--- config.mk ---
export PLATFORM = sky130hd
export DESIGN_NAME = bus_scheduler
export DESIGN_NICKNAME = d
export VERILOG_FILES = /design/src/rtl/bus_scheduler.sv
export SDC_FILE = /design/constraint.sdc
export NUM_CORES = 1
export LEC_CHECK = 0
export CAP_MARGIN = 20
export CORE_AREA = 2 2 39 41
export CTS_BUF_LIST = sky130_fd_sc_hd__clkbuf_8
export CTS_CLUSTER_DIAMETER = 40
export CTS_CLUSTER_SIZE = 24
export DETAILED_ROUTE_END_ITERATION = 8
export DIE_AREA = 0 0 41 43
export HOLD_SLACK_MARGIN = 0.02
export PLACE_DENSITY = 0.88
export SYNTH_ARGS = -nofsm -noshare
export SYNTH_HDL_FRONTEND = slang
export SYNTH_SLANG_ARGS = --single-unit
--- constraint.sdc ---
create_clock -name sys_clock_i -period 5.45 [get_ports sys_clock_i]
set_input_delay 0.8175 -clock sys_clock_i [delete_from_list [all_inputs] [get_ports sys_clock_i]]
set_output_delay 0.8175 -clock sys_clock_i [all_outputs]
set_load 0.02 [all_outputs]
--- src/rtl/bus_scheduler.sv ---
`default_nettype none
// ============================================================================
// Module   : bus_scheduler
// Brief    : Time-division bus scheduler: fixed frames of FRAME_CYCLES clocks,
//            four frames per group, each frame owned by the 6502 or one DMA
//            requester. Define BUS_SCHED_STARVE_EN for requester-1 anti-starvation.
// Revision : 1.0  initial release
// ============================================================================
module bus_scheduler #(
    parameter int FRAME_CYCLES  = 16,
    parameter int STARVE_FRAMES = 4
) (
    input  logic                            sys_clock_i,
    input  logic                            sys_reset_n_i,
    input  logic [1:0]                      speed_i,
    input  logic                            cpu_pause_i,
    output logic                            cpu_paused_o,
    output logic                            cpu_grant_o,
    input  logic [1:0]                      dma_req_i,
    output logic [1:0]                      dma_grant_o,
    output logic                            frame_start_o,
    output logic [$clog2(FRAME_CYCLES)-1:0] frame_cycle_o
);

    localparam int              C_CW   = $clog2(FRAME_CYCLES);
    localparam logic [C_CW-1:0] C_LAST = C_CW'(FRAME_CYCLES - 1);

    typedef enum logic [1:0] {
        ST_RUN    = 2'd0,
        ST_DRAIN  = 2'd1,
        ST_PAUSED = 2'd2
    } pause_state_t;

    generate
        if ((FRAME_CYCLES < 16) || ((FRAME_CYCLES & (FRAME_CYCLES - 1)) != 0)) begin : g_bad_frame
            $error("bus_scheduler: FRAME_CYCLES must be a power of two and >= 16");
        end
        if (STARVE_FRAMES < 1) begin : g_bad_starve
            $error("bus_scheduler: STARVE_FRAMES must be >= 1");
        end
    endgenerate

    logic [C_CW-1:0] r_cycle_count;
    logic [1:0]      r_frame_idx;
    logic [1:0]      r_speed;
    pause_state_t    r_state;

    logic            w_last;
    logic [1:0]      w_next_idx;
    logic [1:0]      w_speed_eff;
    logic [1:0]      w_cpu_frames;
    logic            w_cpu_next;
    logic [1:0]      w_dma_next;

`ifdef BUS_SCHED_STARVE_EN
    localparam int              C_SW         = $clog2(STARVE_FRAMES + 1);
    localparam logic [C_SW-1:0] C_STARVE_MAX = C_SW'(STARVE_FRAMES);
    logic [C_SW-1:0] r_starve;
    logic            w_starved;
`endif

    always_comb begin
        w_last      = (r_cycle_count == C_LAST);
        w_next_idx  = r_frame_idx + 2'd1;
        // The first frame of a group sees the fresh speed; the rest use the latched one.
        w_speed_eff = (w_next_idx == 2'd0) ? speed_i : r_speed;
        case (w_speed_eff)
            2'd0:    w_cpu_frames = 2'd1;
            2'd1:    w_cpu_frames = 2'd2;
            default: w_cpu_frames = 2'd3;
        endcase
        w_cpu_next = (w_next_idx < w_cpu_frames) && (r_state == ST_RUN) && !cpu_pause_i;
        w_dma_next = 2'b00;
`ifdef BUS_SCHED_STARVE_EN
        w_starved  = (r_starve == C_STARVE_MAX);
        if (!w_cpu_next) begin
            if (w_starved && dma_req_i[1]) w_dma_next = 2'b10;
            else if (dma_req_i[0])         w_dma_next = 2'b01;
            else if (dma_req_i[1])         w_dma_next = 2'b10;
        end
`else
        if (!w_cpu_next) begin
            if (dma_req_i[0])      w_dma_next = 2'b01;
            else if (dma_req_i[1]) w_dma_next = 2'b10;
        end
`endif
    end

    always_ff @(posedge sys_clock_i or negedge sys_reset_n_i) begin
        if (!sys_reset_n_i) begin
            r_cycle_count <= '0;
            r_frame_idx   <= 2'd3;
            r_speed       <= 2'd0;
            r_state       <= ST_RUN;
            cpu_paused_o  <= 1'b0;
            cpu_grant_o   <= 1'b0;
            dma_grant_o   <= 2'b00;
            frame_start_o <= 1'b0;
        end else begin
            r_cycle_count <= r_cycle_count + 1'b1;
            frame_start_o <= w_last;
            cpu_grant_o   <= w_last && w_cpu_next;
            if (w_last) begin
                r_frame_idx <= w_next_idx;
                dma_grant_o <= w_dma_next;
                if (w_next_idx == 2'd0) begin
                    r_speed <= speed_i;
                end
            end

            case (r_state)
                ST_RUN: begin
                    if (cpu_pause_i) r_state <= ST_DRAIN;
                end
                ST_DRAIN: begin
                    if (!cpu_pause_i) begin
                        r_state <= ST_RUN;
                    end else if (w_last) begin
                        // The frame being drained ends here; the next one is never CPU.
                        r_state      <= ST_PAUSED;
                        cpu_paused_o <= 1'b1;
                    end
                end
                ST_PAUSED: begin
                    if (!cpu_pause_i) begin
                        r_state      <= ST_RUN;
                        cpu_paused_o <= 1'b0;
                    end
                end
                default: begin
                    r_state      <= ST_RUN;
                    cpu_paused_o <= 1'b0;
                end
            endcase
        end
    end

`ifdef BUS_SCHED_STARVE_EN
    always_ff @(posedge sys_clock_i or negedge sys_reset_n_i) begin
        if (!sys_reset_n_i) begin
            r_starve <= '0;
        end else if (!dma_req_i[1]) begin
            r_starve <= '0;
        end else if (w_last && !w_cpu_next) begin
            if (w_dma_next[1])              r_starve <= '0;
            else if (r_starve != C_STARVE_MAX) r_starve <= r_starve + 1'b1;
        end
    end
`endif

    assign frame_cycle_o = r_cycle_count;

endmodule
`default_nettype wire

After elaboration in Yosys (flattened, before gate mapping)
Index checks and enable logic that the tools add are counted.
W data, S select, Z words.
{"block": "op_classes", "n_mux": 14, "addsub": 2, "n_lt_le_gt_ge": 1, "n_bitwise": 1, "n_eq_ne": 9, "reduce_logical": 9}
{"operator": "$mux W2", "count": 8}
{"operator": "$ne A2 B2 Y1 const B", "count": 4}
{"operator": "$logic_not A2 Y1", "count": 3}
{"operator": "$pmux W2 S3", "count": 1}
{"operator": "$add A4 B1 Y4 const B", "count": 1}
{"operator": "$eq A2 B1 Y1 const B", "count": 2}
{"operator": "$eq A4 B4 Y1 const B", "count": 1}
{"operator": "$pmux W2 S2", "count": 1}
{"operator": "$reduce_and A4 Y1", "count": 1}
{"operator": "$logic_and A1 B1 Y1", "count": 3}
{"operator": "$mux W1", "count": 3}
{"operator": "$ne A3 B3 Y1 const B", "count": 1}
{"operator": "$pmux W1 S3", "count": 1}
{"operator": "$reduce_and A3 Y1", "count": 1}
{"operator": "$add A2 B1 Y2 const B", "count": 1}
{"operator": "$eq A2 B2 Y1 const B", "count": 1}
{"operator": "$lt A2 B2 Y1", "count": 1}
{"operator": "$logic_not A1 Y1", "count": 1}
{"operator": "$not A1 Y1", "count": 1}
{"block": "word_totals", "inputBits": 7, "register_bits": 15}

Longest topological paths before layout
Gate-level depths: netlist (run 1).
{"block": "logic_depth", "depth_word": 9, "depth_mapped": 7, "mapped_depth_nobuf": 7}

Worst setup path before layout (run 1)
Ideal clock, no wire load.
{"block": "synth_path", "path_kind": "in2reg", "start": "input port speed_i[1]", "end": "register dma_grant_o[1]", "arrival_ns": 1.679, "stages": 6, "setup_slack_ns": 3.632, "t_required_ns": 5.311, "n_path_buf": 0, "setup_ns": 0.139, "cell_sequence": "nand2b_1 -> o32ai_1 -> ha_1 -> or3_1 -> nor3_2 -> a22oi_1"}
{"block": "synth_via", "elab_chain_cells": 7, "word_cells_on_any_way": 8, "cone_classes": "order compare: 1; eq/ne: 1; mux: 3; reduce/logical: 3"}
{"element": "start, declared", "line": "15", "source": "input logic [1:0] speed_i,"}
{"element": "$mux W2 (*)"}
{"element": "$eq A2 B1 Y1 or $logic_not A2 Y1 (tied branches)", "line": "67", "source": "case (w_speed_eff)"}
{"element": "$pmux W2 S2 (*)", "line": "67"}
{"element": "$lt A2 B2 Y1 (*)", "line": "72", "source": "w_cpu_next = (w_next_idx < w_cpu_frames) && (r_state == ST_RUN) && !cpu_pause_i;"}
{"element": "$logic_and A1 B1 Y1 (*) (2 in a row)", "line": "72"}
{"element": "$mux W2 (*)", "line": "82", "source": "if (!w_cpu_next) begin"}
{"element": "end signal, assigned", "line": "105", "source": "dma_grant_o <= w_dma_next;"}
{"element": "end, declared", "line": "20", "source": "output logic [1:0] dma_grant_o,"}
Every way passes the cells marked *; elsewhere a longest branch is shown, timed or not.
A chain may end at the register's enable or synchronous reset.

Final worst setup path (run 1)
Ends and elaborated chain as after synthesis.

==> flow_summary.toml, run 1 <==
[sta]
timing.final.hold_violations = 0
finalWorstPathRequiredPeriod_ns = 2.186
report.final.setup_viol = 0
fin_worst_skew_ns = 0.001925
totalNegativeSetupSlack_ns = 0
post-route-period-util_pct = 40.11
fmaxAchievable_mhz = 457.5
tightest_slew_ns = 0.6396
grt_setup_unrepaired = "false"
max-slew-margin-rel_pct = 57.23
pins_over_their_slew_limit = 0

[synth]
post_synth_mux_area_share_pct = 5.915
synthDominantCellAreaShare_pct = 48.06
share_of_async_settable_or_async_resettable_flops_after_synthesis_pct = 100.0
synth-compound-area-share_pct = 7.763
syn_avg_cell_area_sq_um = 12.31
synth_simple_gate_area_share_pct = 18.48
yosysMostFrequentCell = "sky130_fd_sc_hd__dfrtp_1"
seq_area_frac_synth_pct = 55.82
synth_cells = 55
synth_edf_count = 0
post_synth_most_frequent_cells = "13 x sky130_fd_sc_hd__dfrtp_1, 5 x sky130_fd_sc_hd__nand2_1"
synth_cell_types = 25
syn_area_sq_um = 676.9
synth_adder_area_share_pct = 5.545
synthXorXnorAreaFrac_pct = 3.882
yosys_warnings = 0
yosys-top-cells-area = "sky130_fd_sc_hd__dfrtp_1 48%, sky130_fd_sc_hd__dfstp_2 7.8%, sky130_fd_sc_hd__ha_1 5.5%, sky130_fd_sc_hd__mux2_4 4.4%, sky130_fd_sc_hd__nand2_1 2.8%"
post-synth-top-area-cell = "sky130_fd_sc_hd__dfrtp_1"
ys_ff_latch = 15
synth_nets = 65
synth_top_family_by_area = "simple AND/OR/NAND/NOR gates"
ys_dominant_reg_cell = "sky130_fd_sc_hd__dfrtp_1"

[layout]
layout.core_utilization_pct = 64.47
diodes = 0
area.growth.synth_to_final_pct = 31.79
nets = 85
post_route_cells_drive_above_1_share_pct = 14.86

[grt]
grt_pass1_wl_um = 1835
grt_pass1_vias = 404
grt_start_max_net_pins = 16
grt.total_usage_pct = 15.69
grt.overflow.total = 0
antenna_found_initial = 0

[placed_design]
place.detailed.hpwl_um = 829.5
gp_congestion = 0.7667
port_buffers = 15

[floorplan]
standard_cell_core_area_sq_um = 1384
floorplan.die_area_sq_um = 1763
die_height_um = 43
placementRows = 14
fp.dieW_um = 41
floorplan.initialDensity_pct = 48.92
io_pins = 16

[clocking]
ctsHoldBuffers = 0
cts-htree-levels = 1
root_buffer = "sky130_fd_sc_hd__clkbuf_8"
clk_transition_reported_paths_ns = 0.06
tritoncts_num_sinks = 15
cts_max_path_buffers = 2
postCtsSetupBuffers = 0
cts_tree = "built"
insertion_delay_ns = 0.24
num_cts_buffers = 3
ctsResizeCount = 0

[detailed_routing]
route.vias.total = 459
drtAntennaViolNets = 0
dr.pass1.iters = 5
postRouteWirelength_um = 1122
drt_first_iter_violations = 2
wl_per_cell_um = 12.47
route.detailed.drc = 0
vias_per_cell = 5.100

[worst_hold_path]
min-delay-path-class = "flop to flop"
hp-start = "r_frame_idx[1]"
min_delay_path_depth = 2

[critical_path]
critical_path_arrival_ns = 2.29
critical_path_endpoint = "dma_grant_o[1]"
critical_path_class = "input pin to flop"
path_max_fanout = 3
timing.critical_path.to_type = "flop"
crit_start = "speed_i[1]"
worst_r2r_path_depth = 6
timing.critical_path.required_ns = 5.56
timing.rr.end = "dma_grant_o[1]"
launching_point_of_the_worst_reg2reg_path = "r_frame_idx[0]"
reg2reg_setup_slack_ns = 3.56
critical_path.startpoint_type = "input pin"

[power_and_ir_drop]
cellPowerDensity_nw_per_um2 = 249.0
ir_drop_uv = 225.9
power.leakage_uw = 0.0004159
power.total_uw = 222.1

[outcome]
outcome = "finished, final reports clean"

[run]
max_cap_violations = 0
## cell usage in the layout, fill, tap and decap left out
cell                              instances
sky130_fd_sc_hd__xor2_1                   1
sky130_fd_sc_hd__nand2b_1                 3
sky130_fd_sc_hd__nand3_4                  1
sky130_fd_sc_hd__xnor2_1                  2
sky130_fd_sc_hd__or3_1                    1
sky130_fd_sc_hd__dfstp_2                  2
sky130_fd_sc_hd__nor3_2                   1
sky130_fd_sc_hd__o32ai_1                  1
sky130_fd_sc_hd__nand2_1                  5
sky130_fd_sc_hd__nand3b_1                 1
sky130_fd_sc_hd__a22oi_1                  1
sky130_fd_sc_hd__ha_1                     3
sky130_fd_sc_hd__nand3_1                  2
sky130_fd_sc_hd__mux2_4                   2
sky130_fd_sc_hd__o221ai_1                 1
sky130_fd_sc_hd__dfrtp_1                 13
sky130_fd_sc_hd__inv_4                    1
sky130_fd_sc_hd__mux2i_1                  1
sky130_fd_sc_hd__o21ai_0                  2
sky130_fd_sc_hd__a21oi_1                  2
sky130_fd_sc_hd__clkbuf_8                 3
sky130_fd_sc_hd__nand2_4                  1
sky130_fd_sc_hd__inv_1                    4
sky130_fd_sc_hd__a211oi_1                 1
sky130_fd_sc_hd__nor2b_1                  3
sky130_fd_sc_hd__and2_1                   1
sky130_fd_sc_hd__clkdlybuf4s50_1         15
## through the flow
stage	cell area [sq um]	setup slack, ns	hold slack [ns]	std cells
2_1_floorplan	676.9	3.632	0.4412	55
3_3_place_gp	847.1	3.026	0.4482	86
3_5_place_dp	847.1	3.013	0.4544	86
4_1_cts	892.1	3.254	0.4642	90
5_1_grt	892.1	3.170	0.4930	90
6_report	892.1	3.264	0.4598	90
## sequential cells by signal, indices dropped and copies added (netlist names)
name and cells:
frame_cycle_o 4, dma_grant_o 2, r_frame_idx 2, r_speed 2, r_state 2, cpu_grant_o 1, cpu_paused_o 1, frame_start_o 1
## cell families (layout without fill, tap and decap cells)
group | Yosys count | count (layout)
xor+xnor | 3 | 3
mux | 3 | 3
compound gates | 8 | 8
simple gates | 19 | 19
fa+ha+maj | 3 | 3
flops | 15 | 15
buf+inv | 4 | 23
## where the power goes
| group | leakage (uW) | total (uW) | internal (uW) | switching [uW] |
|---|---|---|---|---|
| Sequential | 0.000187 | 117 | 115 | 2.41 |
| Clock | 0.0000269 | 85.5 | 49.8 | 35.7 |
| Combinational | 0.000202 | 19.4 | 10.6 | 8.76 |
| Total | 0.000416 | 222 | 175 | 46.9 |
## area by class of cell
cell class	count	area, sq um
fill	119	491.7
sequential	15	377.9
multi-input combinational	36	281.5
timing repair buffer	15	150.1
clock buffer	3	41.29
tap	16	20.02
inverter	4	17.52
clock inverter	1	3.754
## worst min-delay path by stage
stage / endpoint / slack (ns)
finish: r_frame_idx[1] / 0.46
global route: frame_cycle_o[0] / 0.49
CTS: r_frame_idx[1] / 0.46
detailed placement: r_frame_idx[1] / 0.45
global placement: r_frame_idx[1] / 0.45
floorplan: r_frame_idx[1] / 0.44
## metal layers
| metal | vias to the layer above | wire (um) | global-route usage, % |
|---|---|---|---|
| met1 | 217 | 509 | 22.07 |
| met3 | 2 | 56 | 3.141 |
| met4 | 0 | 6 | 8.000 |
| met2 | 12 | 550 | 22.19 |
| met5 | - | 0 | 0 |
| li1 | 228 | - | - |
## critical path, stage by stage
cell and delay (ns):
sky130_fd_sc_hd__clkdlybuf4s50_1 0.50, sky130_fd_sc_hd__nand2b_1 0.11, sky130_fd_sc_hd__o32ai_1 0.07, sky130_fd_sc_hd__ha_1 0.19, sky130_fd_sc_hd__or3_1 0.31, sky130_fd_sc_hd__nor3_2 0.18, sky130_fd_sc_hd__a22oi_1 0.12
No activity file was read; power rests on OpenSTA's default activity.
==> run 2, diff against run 1 <==
--- a/config.mk
+++ b/config.mk
@@ -6,14 +6,13 @@
 export NUM_CORES = 1
 export LEC_CHECK = 0
 export CAP_MARGIN = 20
-export CORE_AREA = 2 2 39 41
+export CORE_UTILIZATION = 50
 export CTS_BUF_LIST = sky130_fd_sc_hd__clkbuf_8
 export CTS_CLUSTER_DIAMETER = 40
 export CTS_CLUSTER_SIZE = 24
 export DETAILED_ROUTE_END_ITERATION = 8
-export DIE_AREA = 0 0 41 43
 export HOLD_SLACK_MARGIN = 0.02
-export PLACE_DENSITY = 0.88
+export PLACE_DENSITY = 0.87
 export SYNTH_ARGS = -nofsm -noshare
 export SYNTH_HDL_FRONTEND = slang
 export SYNTH_SLANG_ARGS = --single-unit
==> constraint.sdc (replaced) <==
create_clock -name sys_clock_i -period 2.2 [get_ports sys_clock_i]
set_input_delay 0.33 -clock sys_clock_i [delete_from_list [all_inputs] [get_ports sys_clock_i]]
set_output_delay 0.33 -clock sys_clock_i [all_outputs]
set_load 0.02 [all_outputs]
==> run 2 against run 1 <==
  * Critical path depth decreased by 1
  * Count of clock-buffer cells in the layout unchanged
  * Routed wire length rose by 11%
  * Power up 150%
  * Critical path type is now flop to flop
==> flow_summary.toml, run 2 (synthesis gave the netlist of run 1 again) <==
[critical_path]
timing.critical_path.cells = "ha_1 > o32ai_1 > ha_1 > or3_1 > nor3_2 > a22oi_1"
critical-path-slowest-cell = "sky130_fd_sc_hd__dfstp_2"
timing.critical_path.to_type = "flop"
critical_path_class = "flop to flop"
max_stage_delay_ns = 0.56
cp_bufs_invs = 0
cp_top_family = "flip-flops"
path_max_fanout = 5
critical_path.startpoint_type = "flop"
crit_top_cell = "sky130_fd_sc_hd__ha_1"
timing.critical_path.required_ns = 2.30
critical_path_arrival_ns = 2.01

[layout]
finalNonFillerCells = 88
diodes = 0
most_used_cells_in_the_layout_excluding_fill_and_tap_cells = "15 x sky130_fd_sc_hd__clkdlybuf4s50_1, 13 x sky130_fd_sc_hd__dfrtp_1, 5 x sky130_fd_sc_hd__nand2_1"
multi_input_comb_area_sq_um = 281.5
largest_register_ff_count = 4
nets = 85
post_route_cells_drive_above_1_share_pct = 14.86
fillers = 83
area.growth.synth_to_final_pct = 31.42
seqCellArea_sq_um = 377.9
most_common_cell_after_layout_fill_and_taps_aside = "sky130_fd_sc_hd__clkdlybuf4s50_1"

[grt]
antenna_found_initial = 0
grt.overflow.total = 0
grt_pass1_wl_um = 2097
grt_pass1_vias = 467
grt_start_max_net_pins = 16
grt.total_usage_pct = 22.14

[placed_design]
gp_congestion = 0.7078
port_buffers = 15
place.detailed.hpwl_um = 887.5
dpl.cell_count = 84
detailedPlace.worstSlack_ns = 0.2416

[detailed_routing]
route.detailed.drc = 0
vias_per_cell = 5.409
postRouteWirelength_um = 1244
route.vias.total = 476
wl_per_cell_um = 14.14
dr.pass1.iters = 2
drtAntennaViolNets = 0
drt_first_iter_violations = 2

[sta]
totalNegativeSetupSlack_ns = 0
max-slew-margin-rel_pct = 57.67
report.final.setup_viol = 0
tightest_slew_ns = 0.6329
fmaxAchievable_mhz = 525.1
post-route-period-util_pct = 86.57
grt_setup_unrepaired = "false"
setup_slack_ns = 0.2955
finalWorstPathRequiredPeriod_ns = 1.904
timing.final.hold_violations = 0
pins_over_their_slew_limit = 0
fin_worst_skew_ns = 0.0009159

[floorplan]
die_height_um = 38.80
floorplan.die_area_sq_um = 1505
fp.dieW_um = 38.80
placementRows = 12
floorplan.initialDensity_pct = 57.07
standard_cell_core_area_sq_um = 1186
io_pins = 16

[clocking]
tritoncts_num_sinks = 15
cts-htree-levels = 1
insertion_delay_ns = 0.24
ctsResizeCount = 0
clk_transition_reported_paths_ns = 0.06
root_buffer = "sky130_fd_sc_hd__clkbuf_8"
cts_max_path_buffers = 2
ctsHoldBuffers = 0
postCtsSetupBuffers = 0
num_cts_buffers = 3
cts_tree = "built"

[power_and_ir_drop]
cellPowerDensity_nw_per_um2 = 618.8
power.leakage_uw = 0.0004159
ir_drop_uv = 479.2

[outcome]
outcome = "finished, final reports clean"

[worst_hold_path]
min-delay-path-class = "flop to flop"

[run]
max_cap_violations = 0
==> run 2: final timing paths <==
kind / startpoint / endpoint / slack [ns] / cells past startpoint
setup / recovery: r_frame_idx[0] / dma_grant_o[1] / 0.30 / 6
hold / removal: r_frame_idx[1] / r_frame_idx[1] / 0.46 / 2
setup reg to reg: r_frame_idx[0] / dma_grant_o[1] / 0.30 / 6
hold reg to reg: r_frame_idx[1] / r_frame_idx[1] / 0.46 / 2
max in group asynchronous: sys_reset_n_i / r_speed[0] / 1.31 / 1
min in group asynchronous: sys_reset_n_i / cpu_grant_o / 0.48 / 1
==> run 2: power by group <==
part,internal (uW),switching (uW)
Sequential,285,5.70
Combinational,26.4,22.3
Clock,123,88.2
==> run 2: through the flow <==
| stage | total power [uW] | util (%) | hold slack [ns] | area (sq um) |
|---|---|---|---|---|
| 6_report | 550.5 | 75.00 | 0.4589 | 889.6 |
| 5_1_grt | 575.1 | 75.00 | 0.5037 | 889.6 |
| 4_1_cts | 557.6 | 75.00 | 0.4631 | 889.6 |
| 3_5_place_dp | 343.4 | 71.20 | 0.4531 | 844.6 |
| 3_3_place_gp | 341.8 | 71.20 | 0.4522 | 844.6 |
| 2_1_floorplan | 313.8 | - | 0.03441 | 676.9 |
==> run 2: area by class of cell <==
cell class,count,area share (%)
timing repair buffer,15,16.88
clock inverter,1,0.4219
inverter,4,1.969
sequential,15,42.48
clock buffer,3,4.641
multi-input combinational,36,31.65
tap,14,1.969
==> run 2: per-layer routing <==
metal  global-route usage [%]  vias up  wire length [um]
met3                    8.671        4                57
met1                    27.27      231               546
met2                    33.75       11               613
met4                    10.34        0                27
met5                        0        -                 0
li1                         -      230                 -
==> run 2: tightest hold or removal path, delay by kind of cell (launching register included) <==
kind             cells  cell delay [ns]
flip-flops           1             0.36
AND/OR/NAND/NOR      2             0.10
==> run 3, diff against run 2 <==
--- a/config.mk
+++ b/config.mk
@@ -6,13 +6,13 @@
 export NUM_CORES = 1
 export LEC_CHECK = 0
 export CAP_MARGIN = 20
-export CORE_UTILIZATION = 50
+export CORE_UTILIZATION = 45
 export CTS_BUF_LIST = sky130_fd_sc_hd__clkbuf_8
 export CTS_CLUSTER_DIAMETER = 40
 export CTS_CLUSTER_SIZE = 24
 export DETAILED_ROUTE_END_ITERATION = 8
 export HOLD_SLACK_MARGIN = 0.02
-export PLACE_DENSITY = 0.87
+export PLACE_DENSITY = 0.8
 export SYNTH_ARGS = -nofsm -noshare
 export SYNTH_HDL_FRONTEND = slang
 export SYNTH_SLANG_ARGS = --single-unit
==> run 3 against run 2 <==
  * Count of clock-buffer cells in the layout unchanged
  * Non-clock buffer count unchanged
  * Combinational power down 2%
  * First-iteration DRC count grew to 3.5 times the previous value
  * Clock skew up 0.00080 ns
  * Fmax increased by 2.8%
  * Routed wire length is 6.3% lower
  * Sequential share of layout area shrank 0.060 points
==> flow_summary.toml, run 3 (synthesis gave the netlist of run 1 again) <==
[placed_design]
gp_congestion = 0.7099
postPlaceCellArea_sq_um = 845.8
place.detailed.hpwl_um = 845.8
port_buffers = 15

[clocking]
num_cts_buffers = 3
ctsResizeCount = 0
tritoncts_num_sinks = 15
cts_max_path_buffers = 2
ctsHoldBuffers = 0
clk_transition_reported_paths_ns = 0.06
insertion_delay_ns = 0.24
root_buffer = "sky130_fd_sc_hd__clkbuf_8"
postCtsSetupBuffers = 0
cts_tree = "built"
cts-htree-levels = 1

[detailed_routing]
drt_first_iter_violations = 7
route.detailed.drc = 0
dr.pass1.iters = 4
wl_per_cell_um = 13.10
drtAntennaViolNets = 0
vias_per_cell = 5.191
route.vias.total = 462
postRouteWirelength_um = 1166

[layout]
diodes = 0
postLayoutCellArea_sq_um = 890.9
seqCellArea_sq_um = 377.9
fillers = 104
most_common_cell_after_layout_fill_and_taps_aside = "sky130_fd_sc_hd__clkdlybuf4s50_1"
nets = 85
largest_register_ff_count = 4
most_used_cells_in_the_layout_excluding_fill_and_tap_cells = "15 x sky130_fd_sc_hd__clkdlybuf4s50_1, 13 x sky130_fd_sc_hd__dfrtp_1, 5 x sky130_fd_sc_hd__nand2_1"
post_route_cells_drive_above_1_share_pct = 14.86
area.growth.synth_to_final_pct = 31.61
multi_input_comb_area_sq_um = 281.5

[sta]
fin_worst_skew_ns = 0.001714
totalNegativeSetupSlack_ns = 0
hold-worst-slack_ns = 0.4677
post-route-period-util_pct = 84.19
report.final.setup_viol = 0
fmaxAchievable_mhz = 539.9
pins_over_their_slew_limit = 0
timing.final.hold_violations = 0
max-slew-margin-rel_pct = 57.17
finalWorstPathRequiredPeriod_ns = 1.852
tightest_slew_ns = 0.6405
grt_setup_unrepaired = "false"

[critical_path]
critical_path_class = "flop to flop"
path_max_fanout = 5
crit_top_cell = "sky130_fd_sc_hd__ha_1"
critical_path.startpoint_type = "flop"
cp_top_family = "flip-flops"
timing.critical_path.cells = "ha_1 > o32ai_1 > ha_1 > or3_1 > nor3_2 > a22oi_1"
timing.critical_path.required_ns = 2.31
max_stage_delay_ns = 0.56
timing.critical_path.to_type = "flop"
critical-path-slowest-cell = "sky130_fd_sc_hd__dfstp_2"
cp_bufs_invs = 0
critical_path_arrival_ns = 1.96

[floorplan]
fp.dieW_um = 40.79
placementRows = 13
io_pins = 16
die_height_um = 40.79
floorplan.initialDensity_pct = 50.14
floorplan.die_area_sq_um = 1663
standard_cell_core_area_sq_um = 1350

[power_and_ir_drop]
ir_drop_uv = 354.2
power.combinational.fraction_pct = 8.7
switching_share_pct = 21.19
cellInternalPower_uw = 434.2
p_seq_share_pct = 52.7
cellPowerDensity_nw_per_um2 = 618.4
power.net_switching_uw = 116.7
p_clk_share_pct = 38.6
power.leakage_uw = 0.0004159

[grt]
grt_pass1_wl_um = 1780
grt.total_usage_pct = 17.90
grt_start_max_net_pins = 16
antenna_found_initial = 0
grt.overflow.total = 0
grt_pass1_vias = 417

[worst_hold_path]
min-delay-path-class = "flop to flop"

[outcome]
outcome = "finished, final reports clean"

[run]
max_cap_violations = 0
## run 3: area by class of cell
cell class	instances	share of cell area (%)
Sequential cell	15	42.42
Multi-Input combinational cell	36	31.60
Timing Repair Buffer	15	16.85
Clock buffer	3	4.635
Tap cell	15	2.107
Inverter	4	1.966
Clock inverter	1	0.4213
## run 3: worst register-to-register path, stage by stage, from the launching register on
cell and delay (ns):
sky130_fd_sc_hd__dfstp_2 0.56, sky130_fd_sc_hd__ha_1 0.28, sky130_fd_sc_hd__o32ai_1 0.12, sky130_fd_sc_hd__ha_1 0.17, sky130_fd_sc_hd__or3_1 0.31, sky130_fd_sc_hd__nor3_2 0.15
sky130_fd_sc_hd__a22oi_1 0.11
## run 3: power by group through the flow
stage	logic, uW	registers [uW]	clock network (uW)
after floorplan	14.0	300	0
after global placement	47.5	295	0
after detailed placement	48.1	295	0
after CTS	48.9	291	217
after global routing	52.8	292	234
final	47.8	291	213
## run 3: worst paths after layout
kind	cells after the start	from	slack (ns)	end
min in group asynchronous	1	sys_reset_n_i	0.48	frame_start_o
max	6	r_frame_idx[0]	0.35	dma_grant_o[1]
max reg2reg	6	r_frame_idx[0]	0.35	dma_grant_o[1]
min reg2reg	2	r_frame_idx[1]	0.47	r_frame_idx[1]
max in group asynchronous	1	sys_reset_n_i	1.31	r_speed[0]
min	2	r_frame_idx[1]	0.47	r_frame_idx[1]
## run 3: per-layer routing
| layer | up-vias | track usage [%] | routed length (um) |
|---|---|---|---|
| met1 | 217 | 21.50 | 530 |
| met5 | - | 0 | 0 |
| met4 | 0 | 12.50 | 30 |
| li1 | 225 | - | - |
| met2 | 16 | 27.34 | 558 |
| met3 | 4 | 4.891 | 46 |
## run 3: through the flow
step	util (%)	setup WS, ns	cells	total power (uW)
2_1_floorplan	-	0.4455	55	313.8
3_3_place_gp	62.65	0.3108	85	342.3
3_5_place_dp	62.65	0.2875	85	343.4
4_1_cts	65.99	0.3404	89	556.3
5_1_grt	65.99	0.1948	89	578.8
6_report	65.99	0.3477	89	550.9
